<file path="src/rtl/ysyx_22050598_trap_ctrl_pkg.sv">
// Shared definitions for the machine-mode trap sequencer: cause codes,
// mstatus/mie bit positions, sequencer states and event kinds.
package ysyx_22050598_trap_ctrl_pkg;

  localparam int CODE_W = 4;

  // mcause exception / interrupt codes
  localparam logic [CODE_W-1:0] CAUSE_ECALL_M = 4'd11;
  localparam logic [CODE_W-1:0] IRQ_MSI       = 4'd3;
  localparam logic [CODE_W-1:0] IRQ_MTI       = 4'd7;
  localparam logic [CODE_W-1:0] IRQ_MEI       = 4'd11;

  // The interrupt flag lives in the MSB of mcause, whatever XLEN is
  localparam int CAUSE_IRQ_FROM_MSB = 0;

  // mstatus bit positions
  localparam int MSTATUS_MIE    = 3;
  localparam int MSTATUS_MPIE   = 7;
  localparam int MSTATUS_MPP_LO = 11;
  localparam int MSTATUS_MPP_HI = 12;

  // mie enable bit positions
  localparam int MIE_MSIE = 3;
  localparam int MIE_MTIE = 7;
  localparam int MIE_MEIE = 11;

  typedef enum logic [1:0] {
    ST_IDLE  = 2'd0,
    ST_FLUSH = 2'd1,
    ST_WRITE = 2'd2,
    ST_REDIR = 2'd3
  } trap_state_e;

  typedef enum logic [1:0] {
    EV_NONE  = 2'd0,
    EV_ECALL = 2'd1,
    EV_MRET  = 2'd2,
    EV_IRQ   = 2'd3
  } trap_kind_e;

endpackage

</file>
<file path="src/rtl/ysyx_22050598_trap_ctrl_if.sv">
// Trap interface between the commit point, CSR file and IFU. The trap
// sequencer is the master; the surrounding pipeline is the slave.
interface ysyx_22050598_trap_ctrl_if #(
  parameter int XLEN = 64
);
  logic            commit_valid_i;
  logic [XLEN-1:0] commit_pc_i;
  logic [XLEN-1:0] commit_npc_i;
  logic            commit_is_ecall_i;
  logic            commit_is_mret_i;
  logic            irq_meip_i;
  logic            irq_msip_i;
  logic            irq_mtip_i;
  logic [XLEN-1:0] csr_mstatus_i;
  logic [XLEN-1:0] csr_mie_i;
  logic [XLEN-1:0] csr_mtvec_i;
  logic [XLEN-1:0] csr_mepc_i;
  logic            drain_done_i;
  logic            redirect_ready_i;

  logic            stall_o;
  logic            flush_o;
  logic            csr_wen_o;
  logic [XLEN-1:0] csr_mepc_o;
  logic [XLEN-1:0] csr_mcause_o;
  logic [XLEN-1:0] csr_mstatus_o;
  logic            csr_trap_o;
  logic            redirect_valid_o;
  logic [XLEN-1:0] redirect_pc_o;

  modport master (
    input  commit_valid_i, commit_pc_i, commit_npc_i, commit_is_ecall_i,
           commit_is_mret_i, irq_meip_i, irq_msip_i, irq_mtip_i,
           csr_mstatus_i, csr_mie_i, csr_mtvec_i, csr_mepc_i,
           drain_done_i, redirect_ready_i,
    output stall_o, flush_o, csr_wen_o, csr_mepc_o, csr_mcause_o,
           csr_mstatus_o, csr_trap_o, redirect_valid_o, redirect_pc_o
  );

  modport slave (
    output commit_valid_i, commit_pc_i, commit_npc_i, commit_is_ecall_i,
           commit_is_mret_i, irq_meip_i, irq_msip_i, irq_mtip_i,
           csr_mstatus_i, csr_mie_i, csr_mtvec_i, csr_mepc_i,
           drain_done_i, redirect_ready_i,
    input  stall_o, flush_o, csr_wen_o, csr_mepc_o, csr_mcause_o,
           csr_mstatus_o, csr_trap_o, redirect_valid_o, redirect_pc_o
  );
endinterface

</file>
<file path="src/rtl/ysyx_22050598_sirv_gnrl_dfflr.sv">
// General-purpose load-enabled flop with synchronous active-high reset.
module ysyx_22050598_sirv_gnrl_dfflr #(
  parameter int DW = 32
) (
  input  logic          lden,
  input  logic [DW-1:0] dnxt,
  output logic [DW-1:0] qout,
  input  logic          clk,
  input  logic          rst
);

  // Capture dnxt when lden is set, clear on reset
  always_ff @(posedge clk) begin
    if (rst) begin
      qout <= '0;
    end else if (lden) begin
      qout <= dnxt;
    end
  end

endmodule

</file>
<file path="src/rtl/ysyx_22050598_trap_prio.sv">
// Fixed-priority machine interrupt selector: MEI > MSI > MTI.
module ysyx_22050598_trap_prio
  import ysyx_22050598_trap_ctrl_pkg::*;
(
  input  logic [2:0]        pend,   // {meip, msip, mtip}
  input  logic [2:0]        en,     // {meie, msie, mtie}
  output logic              taken,
  output logic [CODE_W-1:0] code
);

  logic [2:0] act;

  // Mask pending lines with their enables and pick the highest priority
  always_comb begin
    act   = pend & en;
    taken = |act;
    code  = '0;
    if (act[2]) begin
      code = IRQ_MEI;
    end else if (act[1]) begin
      code = IRQ_MSI;
    end else if (act[0]) begin
      code = IRQ_MTI;
    end
  end

endmodule

</file>
<file path="src/rtl/ysyx_22050598_trap_ctrl.sv">
// Machine-mode trap sequencer: decides ecall / mret / interrupt at commit,
// then flushes, writes the trap CSRs and redirects fetch.
module ysyx_22050598_trap_ctrl
  import ysyx_22050598_trap_ctrl_pkg::*;
#(
  parameter int XLEN   = 64,
  parameter bit VEC_EN = 1'b1
) (
  input  logic                       clk,
  input  logic                       rst,
  ysyx_22050598_trap_ctrl_if.master  bus
);

  trap_state_e       state, state_nxt;

  logic              irq_taken;
  logic [CODE_W-1:0] irq_code;

  logic              take;
  trap_kind_e        kind_nxt;
  logic [XLEN-1:0]   cause_nxt;
  logic [XLEN-1:0]   epc_nxt;

  logic [1:0]        kind_raw;
  trap_kind_e        kind_q;
  logic [XLEN-1:0]   cause_q;
  logic [XLEN-1:0]   epc_q;
  logic [XLEN-1:0]   mstatus_q;
  logic [XLEN-1:0]   mtvec_q;
  logic [XLEN-1:0]   mepc_q;

  logic [XLEN-1:0]   target;
  logic [XLEN-1:0]   base;

  logic              stall_q;
  logic              flush_q;
  logic              wen_q;
  logic              trap_q;
  logic              rvalid_q;
  logic [XLEN-1:0]   out_mepc_q;
  logic [XLEN-1:0]   out_mcause_q;
  logic [XLEN-1:0]   out_mstatus_q;
  logic [XLEN-1:0]   rpc_q;

  logic              unused_bits;

  function automatic logic [XLEN-1:0] align4(input logic [XLEN-1:0] x);
    return {x[XLEN-1:2], 2'b00};
  endfunction

  function automatic logic [XLEN-1:0] irq_cause(input logic [CODE_W-1:0] c);
    logic [XLEN-1:0] r;
    r = '0;
    r[XLEN-1-CAUSE_IRQ_FROM_MSB] = 1'b1;
    r[CODE_W-1:0] = c;
    return r;
  endfunction

  function automatic logic [XLEN-1:0] trap_mstatus(input logic [XLEN-1:0] s);
    logic [XLEN-1:0] r;
    r = s;
    r[MSTATUS_MPIE] = s[MSTATUS_MIE];
    r[MSTATUS_MIE]  = 1'b0;
    r[MSTATUS_MPP_HI:MSTATUS_MPP_LO] = 2'b11;
    return r;
  endfunction

  function automatic logic [XLEN-1:0] mret_mstatus(input logic [XLEN-1:0] s);
    logic [XLEN-1:0] r;
    r = s;
    r[MSTATUS_MIE]  = s[MSTATUS_MPIE];
    r[MSTATUS_MPIE] = 1'b1;
    r[MSTATUS_MPP_HI:MSTATUS_MPP_LO] = 2'b11;
    return r;
  endfunction

  ysyx_22050598_trap_prio u_prio (
    .pend  ({bus.irq_meip_i, bus.irq_msip_i, bus.irq_mtip_i}),
    .en    ({bus.csr_mie_i[MIE_MEIE], bus.csr_mie_i[MIE_MSIE], bus.csr_mie_i[MIE_MTIE]}),
    .taken (irq_taken),
    .code  (irq_code)
  );

  // Commit-time decision: ecall beats mret beats an enabled interrupt
  always_comb begin
    take      = 1'b0;
    kind_nxt  = EV_NONE;
    cause_nxt = '0;
    epc_nxt   = '0;
    if (state == ST_IDLE && bus.commit_valid_i) begin
      if (bus.commit_is_ecall_i) begin
        take      = 1'b1;
        kind_nxt  = EV_ECALL;
        cause_nxt = XLEN'(CAUSE_ECALL_M);
        epc_nxt   = bus.commit_pc_i;
      end else if (bus.commit_is_mret_i) begin
        take      = 1'b1;
        kind_nxt  = EV_MRET;
      end else if (bus.csr_mstatus_i[MSTATUS_MIE] && irq_taken) begin
        take      = 1'b1;
        kind_nxt  = EV_IRQ;
        cause_nxt = irq_cause(irq_code);
        epc_nxt   = bus.commit_npc_i;
      end
    end
  end

  // Event and CSR snapshots are frozen for the whole sequence
  ysyx_22050598_sirv_gnrl_dfflr #(.DW(2)) u_kind (
    .lden(take), .dnxt(kind_nxt), .qout(kind_raw), .clk(clk), .rst(rst));
  ysyx_22050598_sirv_gnrl_dfflr #(.DW(XLEN)) u_cause (
    .lden(take), .dnxt(cause_nxt), .qout(cause_q), .clk(clk), .rst(rst));
  ysyx_22050598_sirv_gnrl_dfflr #(.DW(XLEN)) u_epc (
    .lden(take), .dnxt(epc_nxt), .qout(epc_q), .clk(clk), .rst(rst));
  ysyx_22050598_sirv_gnrl_dfflr #(.DW(XLEN)) u_mstatus (
    .lden(take), .dnxt(bus.csr_mstatus_i), .qout(mstatus_q), .clk(clk), .rst(rst));
  ysyx_22050598_sirv_gnrl_dfflr #(.DW(XLEN)) u_mtvec (
    .lden(take), .dnxt(bus.csr_mtvec_i), .qout(mtvec_q), .clk(clk), .rst(rst));
  ysyx_22050598_sirv_gnrl_dfflr #(.DW(XLEN)) u_mepc (
    .lden(take), .dnxt(bus.csr_mepc_i), .qout(mepc_q), .clk(clk), .rst(rst));

  assign kind_q = trap_kind_e'(kind_raw);

  // Redirect target: mepc for mret, mtvec base (optionally vectored) for traps
  always_comb begin
    base   = align4(mtvec_q);
    target = base;
    if (kind_q == EV_MRET) begin
      target = align4(mepc_q);
    end else if (VEC_EN && mtvec_q[1:0] == 2'b01 && kind_q == EV_IRQ) begin
      target = base + (XLEN'(cause_q[CODE_W-1:0]) << 2);
    end
  end

  // Sequencer next-state
  always_comb begin
    state_nxt = state;
    case (state)
      ST_IDLE:  if (take) state_nxt = ST_FLUSH;
      ST_FLUSH: if (bus.drain_done_i) state_nxt = ST_WRITE;
      ST_WRITE: state_nxt = ST_REDIR;
      ST_REDIR: if (bus.redirect_ready_i) state_nxt = ST_IDLE;
      default:  state_nxt = ST_IDLE;
    endcase
  end

  // Sequencer state register
  always_ff @(posedge clk) begin
    if (rst) begin
      state <= ST_IDLE;
    end else begin
      state <= state_nxt;
    end
  end

  // Registered outputs derived from the upcoming state
  always_ff @(posedge clk) begin
    if (rst) begin
      stall_q       <= 1'b0;
      flush_q       <= 1'b0;
      wen_q         <= 1'b0;
      trap_q        <= 1'b0;
      rvalid_q      <= 1'b0;
      out_mepc_q    <= '0;
      out_mcause_q  <= '0;
      out_mstatus_q <= '0;
      rpc_q         <= '0;
    end else begin
      stall_q  <= (state_nxt != ST_IDLE);
      flush_q  <= (state_nxt == ST_FLUSH);
      wen_q    <= (state_nxt == ST_WRITE);
      trap_q   <= (state_nxt == ST_WRITE) && (kind_q != EV_MRET);
      rvalid_q <= (state_nxt == ST_REDIR);
      if (state == ST_FLUSH && state_nxt == ST_WRITE) begin
        if (kind_q == EV_MRET) begin
          out_mepc_q    <= '0;
          out_mcause_q  <= '0;
          out_mstatus_q <= mret_mstatus(mstatus_q);
        end else begin
          out_mepc_q    <= align4(epc_q);
          out_mcause_q  <= cause_q;
          out_mstatus_q <= trap_mstatus(mstatus_q);
        end
      end
      if (state == ST_WRITE) begin
        rpc_q <= target;
      end
    end
  end

  assign bus.stall_o          = stall_q;
  assign bus.flush_o          = flush_q;
  assign bus.csr_wen_o        = wen_q;
  assign bus.csr_trap_o       = trap_q;
  assign bus.csr_mepc_o       = out_mepc_q;
  assign bus.csr_mcause_o     = out_mcause_q;
  assign bus.csr_mstatus_o    = out_mstatus_q;
  assign bus.redirect_valid_o = rvalid_q;
  assign bus.redirect_pc_o    = rpc_q;

  assign unused_bits = ^{bus.csr_mie_i, epc_q[1:0], mepc_q[1:0]};

endmodule

</file>
<file path="src/flat_wrapper.sv">
// flat-port wrapper written by rule: the top's interface ports become plain ports
module ysyx_22050598_trap_ctrl_flat import ysyx_22050598_trap_ctrl_pkg::*;
#(
  parameter int XLEN   = 64,
  parameter bit VEC_EN = 1'b1
)
  (clk, rst, bus_commit_valid_i, bus_commit_pc_i, bus_commit_npc_i, bus_commit_is_ecall_i, bus_commit_is_mret_i, bus_irq_meip_i, bus_irq_msip_i, bus_irq_mtip_i, bus_csr_mstatus_i, bus_csr_mie_i, bus_csr_mtvec_i, bus_csr_mepc_i, bus_drain_done_i, bus_redirect_ready_i, bus_stall_o, bus_flush_o, bus_csr_wen_o, bus_csr_mepc_o, bus_csr_mcause_o, bus_csr_mstatus_o, bus_csr_trap_o, bus_redirect_valid_o, bus_redirect_pc_o);
  ysyx_22050598_trap_ctrl_if #(.XLEN(XLEN)) bus_i ();
  input  logic clk;
  input  logic rst;
  input wire logic [$bits(bus_i.commit_valid_i)-1:0] bus_commit_valid_i;
  input wire logic [$bits(bus_i.commit_pc_i)-1:0] bus_commit_pc_i;
  input wire logic [$bits(bus_i.commit_npc_i)-1:0] bus_commit_npc_i;
  input wire logic [$bits(bus_i.commit_is_ecall_i)-1:0] bus_commit_is_ecall_i;
  input wire logic [$bits(bus_i.commit_is_mret_i)-1:0] bus_commit_is_mret_i;
  input wire logic [$bits(bus_i.irq_meip_i)-1:0] bus_irq_meip_i;
  input wire logic [$bits(bus_i.irq_msip_i)-1:0] bus_irq_msip_i;
  input wire logic [$bits(bus_i.irq_mtip_i)-1:0] bus_irq_mtip_i;
  input wire logic [$bits(bus_i.csr_mstatus_i)-1:0] bus_csr_mstatus_i;
  input wire logic [$bits(bus_i.csr_mie_i)-1:0] bus_csr_mie_i;
  input wire logic [$bits(bus_i.csr_mtvec_i)-1:0] bus_csr_mtvec_i;
  input wire logic [$bits(bus_i.csr_mepc_i)-1:0] bus_csr_mepc_i;
  input wire logic [$bits(bus_i.drain_done_i)-1:0] bus_drain_done_i;
  input wire logic [$bits(bus_i.redirect_ready_i)-1:0] bus_redirect_ready_i;
  output wire logic [$bits(bus_i.stall_o)-1:0] bus_stall_o;
  output wire logic [$bits(bus_i.flush_o)-1:0] bus_flush_o;
  output wire logic [$bits(bus_i.csr_wen_o)-1:0] bus_csr_wen_o;
  output wire logic [$bits(bus_i.csr_mepc_o)-1:0] bus_csr_mepc_o;
  output wire logic [$bits(bus_i.csr_mcause_o)-1:0] bus_csr_mcause_o;
  output wire logic [$bits(bus_i.csr_mstatus_o)-1:0] bus_csr_mstatus_o;
  output wire logic [$bits(bus_i.csr_trap_o)-1:0] bus_csr_trap_o;
  output wire logic [$bits(bus_i.redirect_valid_o)-1:0] bus_redirect_valid_o;
  output wire logic [$bits(bus_i.redirect_pc_o)-1:0] bus_redirect_pc_o;
  assign bus_i.commit_valid_i = bus_commit_valid_i;
  assign bus_i.commit_pc_i = bus_commit_pc_i;
  assign bus_i.commit_npc_i = bus_commit_npc_i;
  assign bus_i.commit_is_ecall_i = bus_commit_is_ecall_i;
  assign bus_i.commit_is_mret_i = bus_commit_is_mret_i;
  assign bus_i.irq_meip_i = bus_irq_meip_i;
  assign bus_i.irq_msip_i = bus_irq_msip_i;
  assign bus_i.irq_mtip_i = bus_irq_mtip_i;
  assign bus_i.csr_mstatus_i = bus_csr_mstatus_i;
  assign bus_i.csr_mie_i = bus_csr_mie_i;
  assign bus_i.csr_mtvec_i = bus_csr_mtvec_i;
  assign bus_i.csr_mepc_i = bus_csr_mepc_i;
  assign bus_i.drain_done_i = bus_drain_done_i;
  assign bus_i.redirect_ready_i = bus_redirect_ready_i;
  assign bus_stall_o = bus_i.stall_o;
  assign bus_flush_o = bus_i.flush_o;
  assign bus_csr_wen_o = bus_i.csr_wen_o;
  assign bus_csr_mepc_o = bus_i.csr_mepc_o;
  assign bus_csr_mcause_o = bus_i.csr_mcause_o;
  assign bus_csr_mstatus_o = bus_i.csr_mstatus_o;
  assign bus_csr_trap_o = bus_i.csr_trap_o;
  assign bus_redirect_valid_o = bus_i.redirect_valid_o;
  assign bus_redirect_pc_o = bus_i.redirect_pc_o;
  ysyx_22050598_trap_ctrl #(.XLEN(XLEN), .VEC_EN(VEC_EN)) u_core (.clk(clk), .rst(rst), .bus(bus_i));
endmodule
</file>
<file path="config.mk">
export PLATFORM = sky130hd
export DESIGN_NAME = ysyx_22050598_trap_ctrl_flat
export DESIGN_NICKNAME = d
export VERILOG_FILES = /design/src/rtl/ysyx_22050598_trap_ctrl_pkg.sv /design/src/rtl/ysyx_22050598_trap_ctrl_if.sv /design/src/rtl/ysyx_22050598_sirv_gnrl_dfflr.sv /design/src/rtl/ysyx_22050598_trap_prio.sv /design/src/rtl/ysyx_22050598_trap_ctrl.sv /design/src/flat_wrapper.sv
export SDC_FILE = /design/constraint.sdc
export NUM_CORES = 1
export LEC_CHECK = 0
export BUFFER_PORTS_ARGS = -buffer_cell sky130_fd_sc_hd__clkbuf_2
export CAP_MARGIN = 30
export CELL_PAD_IN_SITES_DETAIL_PLACEMENT = 1
export CELL_PAD_IN_SITES_GLOBAL_PLACEMENT = 2
export CORE_MARGIN = 2
export CORE_UTILIZATION = 34
export DETAILED_ROUTE_END_ITERATION = 10
export PLACE_DENSITY = 0.95
export SKIP_LAST_GASP = 1
export SYNTH_ARGS = -nofsm -noshare
export SYNTH_HDL_FRONTEND = slang
export SYNTH_HIERARCHICAL = 1
export SYNTH_SLANG_ARGS = --single-unit
</file>
<file path="constraint.sdc">
create_clock -name clk -period 4.5 [get_ports clk]
set_input_delay 0.225 -clock clk [delete_from_list [all_inputs] [get_ports clk]]
set_output_delay 0.225 -clock clk [all_outputs]
set_load 0.005 [all_outputs]
</file>
==> summary.txt <==
Detailed routing
  • Drt pass-1 iters: 5
  • # DRC: 0
  • Routed Antenna Nets: 0
  • Vias post-DR: 21300
  • Via density: 5.08
  • Initial DRC count: 1374
  • WL/cell: 20.3 um
  • Total Wirelength: 85.2 mm

GRT
  • Grt ovf: 0
  • Largest net degree at the start of global routing: 204
  • First-pass GRT wire length: 130 mm
  • GRT Util Overall: 23.6%
  • Vias in the first global route: 22600
  • Initial antenna violation count: 11

Finish
  • Commonest non-fill, non-tap cell in the layout: clkbuf_2
  • Post-layout util: 46.2%
  • Fillers: 7867
  • Register area: 0.0115 mm^2
  • Share of layout cells above drive strength 1: 22.3%
  • Most frequent cells in the layout: clkbuf_2, dfxtp_1, nor2_1, mux2i_1, nand2_1
  • Area taken by multi-input logic gates: 0.0105 mm^2
  • Area grow syn2layout: 34.9%
  • Fin cells: 4198
  • Nets: 3673

Yosys
  • Post-Syn Area: 0.0229 mm^2
  • Cell count after synthesis: 2491
  • Yosys Warn Count: 6
  • Post-Syn Area per Cell: 9.20 um^2

Critical path
  • CP top delay family: simple AND/OR/NAND/NOR gates
  • Critical path class: flip-flop to flip-flop
  • Critical R2R Capture: u_core/bus.redirect_pc_o[62]
  • Worst R2R Path Depth: 8
  • CP endpoint kind: flip-flop
  • Worst Setup Start Kind: flip-flop
  • Worst setup startpoint: u_core/u_cause/qout[0]
  • Max incr delay on CP: 0.86 ns
  • Reg2Reg Launch Point: u_core/u_cause/qout[0]
  • Worst-path cell chain: ha_1 -> fa_1 -> nand3_2 -> and2_1 -> nor3_1 -> nand4_1 -> xor2_1 -> o22ai_1
  • Critical Path AT: 3.33 ns
  • CP max-delay cell: nor3_1
  • Reg-to-reg slack, setup: 1.63 ns
  • CP required: 4.97 ns
  • Crit path max fanout: 7
  • Worst path bufs/invs: 0

Floorplanning
  • Die area: 0.0695 mm^2
  • Core Area: 0.0669 mm^2
  • Starting density of the core: 34.2%
  • Die extent in y: 264 um
  • FP Rows: 95
  • I/O pin count: 655
  • Die X: 264 um

Timing
  • Final Cycle Share: 63.7%
  • Tmin final: 2.87 ns
  • Min Hold Slack: 0.0362 ns
  • Worst-margin pin slew: 1.58 ns
  • Fin. max-slew vios: 54
  • Max_slew headroom: -5.44%
  • Setup TNS: 0 ns
  • RSZ-0062 raised after global routing: no
  • Final Hold Fails: 0
  • Clk_skew: 0.0134 ns
  • Final setup violating endpoints: 0
  • FMAX: 349 MHz

Power
  • Clock power frac: 42.2%
  • Net switching power: 3.07 mW
  • Leak: 12.8 nW
  • Sw frac: 25.7%
  • Sequential Power Share: 45.8%
  • PwrDens: 386 mW/mm^2
  • Int Pwr: 8.87 mW
  • Max VDD drop: 0.260 mV
  • Combinational power share: 12.0%

Min path
  • Worst Hold Depth: 4
  • Worst Hold Class: primary input to flip-flop
  • End of the worst hold path: u_core/u_epc/qout[23]
  • Worst Hold Launch: bus_commit_npc_i[23]

Outcome
  • Failing checks: max-slew violations
  • Outcome: complete, but fails checks

Clocking
  • H-Tree Depth: 2
  • Clock slew at reported path FFs: 0.07 ns
  • Clock root buffer: clkbuf_16
  • Total CTS buffers: 61
  • Clock tree buffer depth: 3
  • Setup Fix Bufs, Post-CTS: 0
  • CTS tree: yes
  • Skew-Pair Late Insertion Delay: 0.61 ns
  • Number of clock sinks: 574

Placed design
  • HPWL Detailed: 51.5 mm
  • DP Cell Count: 3836
  • Placer Congestion: 0.811
  • I/O Buffers: 581

Run
  • Total of max-cap violations: 0
-- repair_timing --
item	in CTS	in global routing
endpoints found under the hold margin	223	0
resized for setup	0	0
hold buffers	247	0
-- flip-flops by register name, indices dropped and copies added (netlist names), 62 cells and up --
| signal | flops |
|---|---|
| u_core/bus.csr_mcause_o | 64 |
| u_core/u_cause/qout | 64 |
| u_core/u_mtvec/qout | 64 |
| u_core/bus.csr_mstatus_o | 63 |
| u_core/bus.csr_mepc_o | 62 |
| u_core/bus.redirect_pc_o | 62 |
| u_core/u_epc/qout | 62 |
| u_core/u_mepc/qout | 62 |
| u_core/u_mstatus/qout | 62 |
-- worst register-to-register path, stage by stage (launching register included) --
cell and delay, ns:
dfxtp_1 0.37, ha_1 0.24, fa_1 0.25, nand3_2 0.13
and2_1 0.24, nor3_1 0.86, nand4_1 0.21, xor2_1 0.33
o22ai_1 0.11
-- stage by stage --
step / total power [mW] / instance area [um^2] / setup WS [ns]
after global routing: 12.4 / 30900 / 1.48
after detailed placement: 6.79 / 26400 / 1.67
after CTS: 12.0 / 30900 / 1.65
after floorplan: 6.40 / 23100 / 2.09
final: 11.9 / 30900 / 1.63
after global placement: 6.76 / 26300 / 1.62
-- area by class of cell --
type	instances	area share (%)
well taps	873	3.53
clock buffers	87	5.90
inverters	10	0.146
repair buffers	862	18.8
clock inverters	19	0.555
flip-flops and latches	574	37.2
multi-input cells	1765	33.9
diodes	8	0.0648
-- how the worst max path moves through the flow --
stage                                         endpoint  slack [ns]  depth (start not counted)
after global routing      u_core/bus.redirect_pc_o[63]        1.48                          7
after floorplan           u_core/bus.redirect_pc_o[60]        2.09                         10
after detailed placement  u_core/bus.redirect_pc_o[62]        1.67                          8
final                     u_core/bus.redirect_pc_o[62]        1.63                          8
after global placement    u_core/bus.redirect_pc_o[53]        1.62                          8
after CTS                 u_core/bus.redirect_pc_o[63]        1.65                          7
-- per-layer routing --
metal / GRT usage [%] / vias up / part of all wire (%)
li1: - / 10100 / -
met1: 26.9 / 10400 / 39
met2: 41.7 / 661 / 50
met3: 4.51 / 241 / 5.3
met4: 12.6 / 4 / 5.5
met5: 0 / - / 0.032
-- power by group through the flow --
| stage | logic (mW) | clock network (mW) | registers (mW) |
|---|---|---|---|
| 2_1_floorplan | 0.876 | 0 | 5.53 |
| 3_3_place_gp | 1.19 | 0 | 5.56 |
| 3_5_place_dp | 1.22 | 0 | 5.57 |
| 4_1_cts | 1.40 | 5.13 | 5.46 |
| 5_1_grt | 1.55 | 5.36 | 5.50 |
| 6_report | 1.43 | 5.03 | 5.47 |
(Power assumes the default switching activity.)
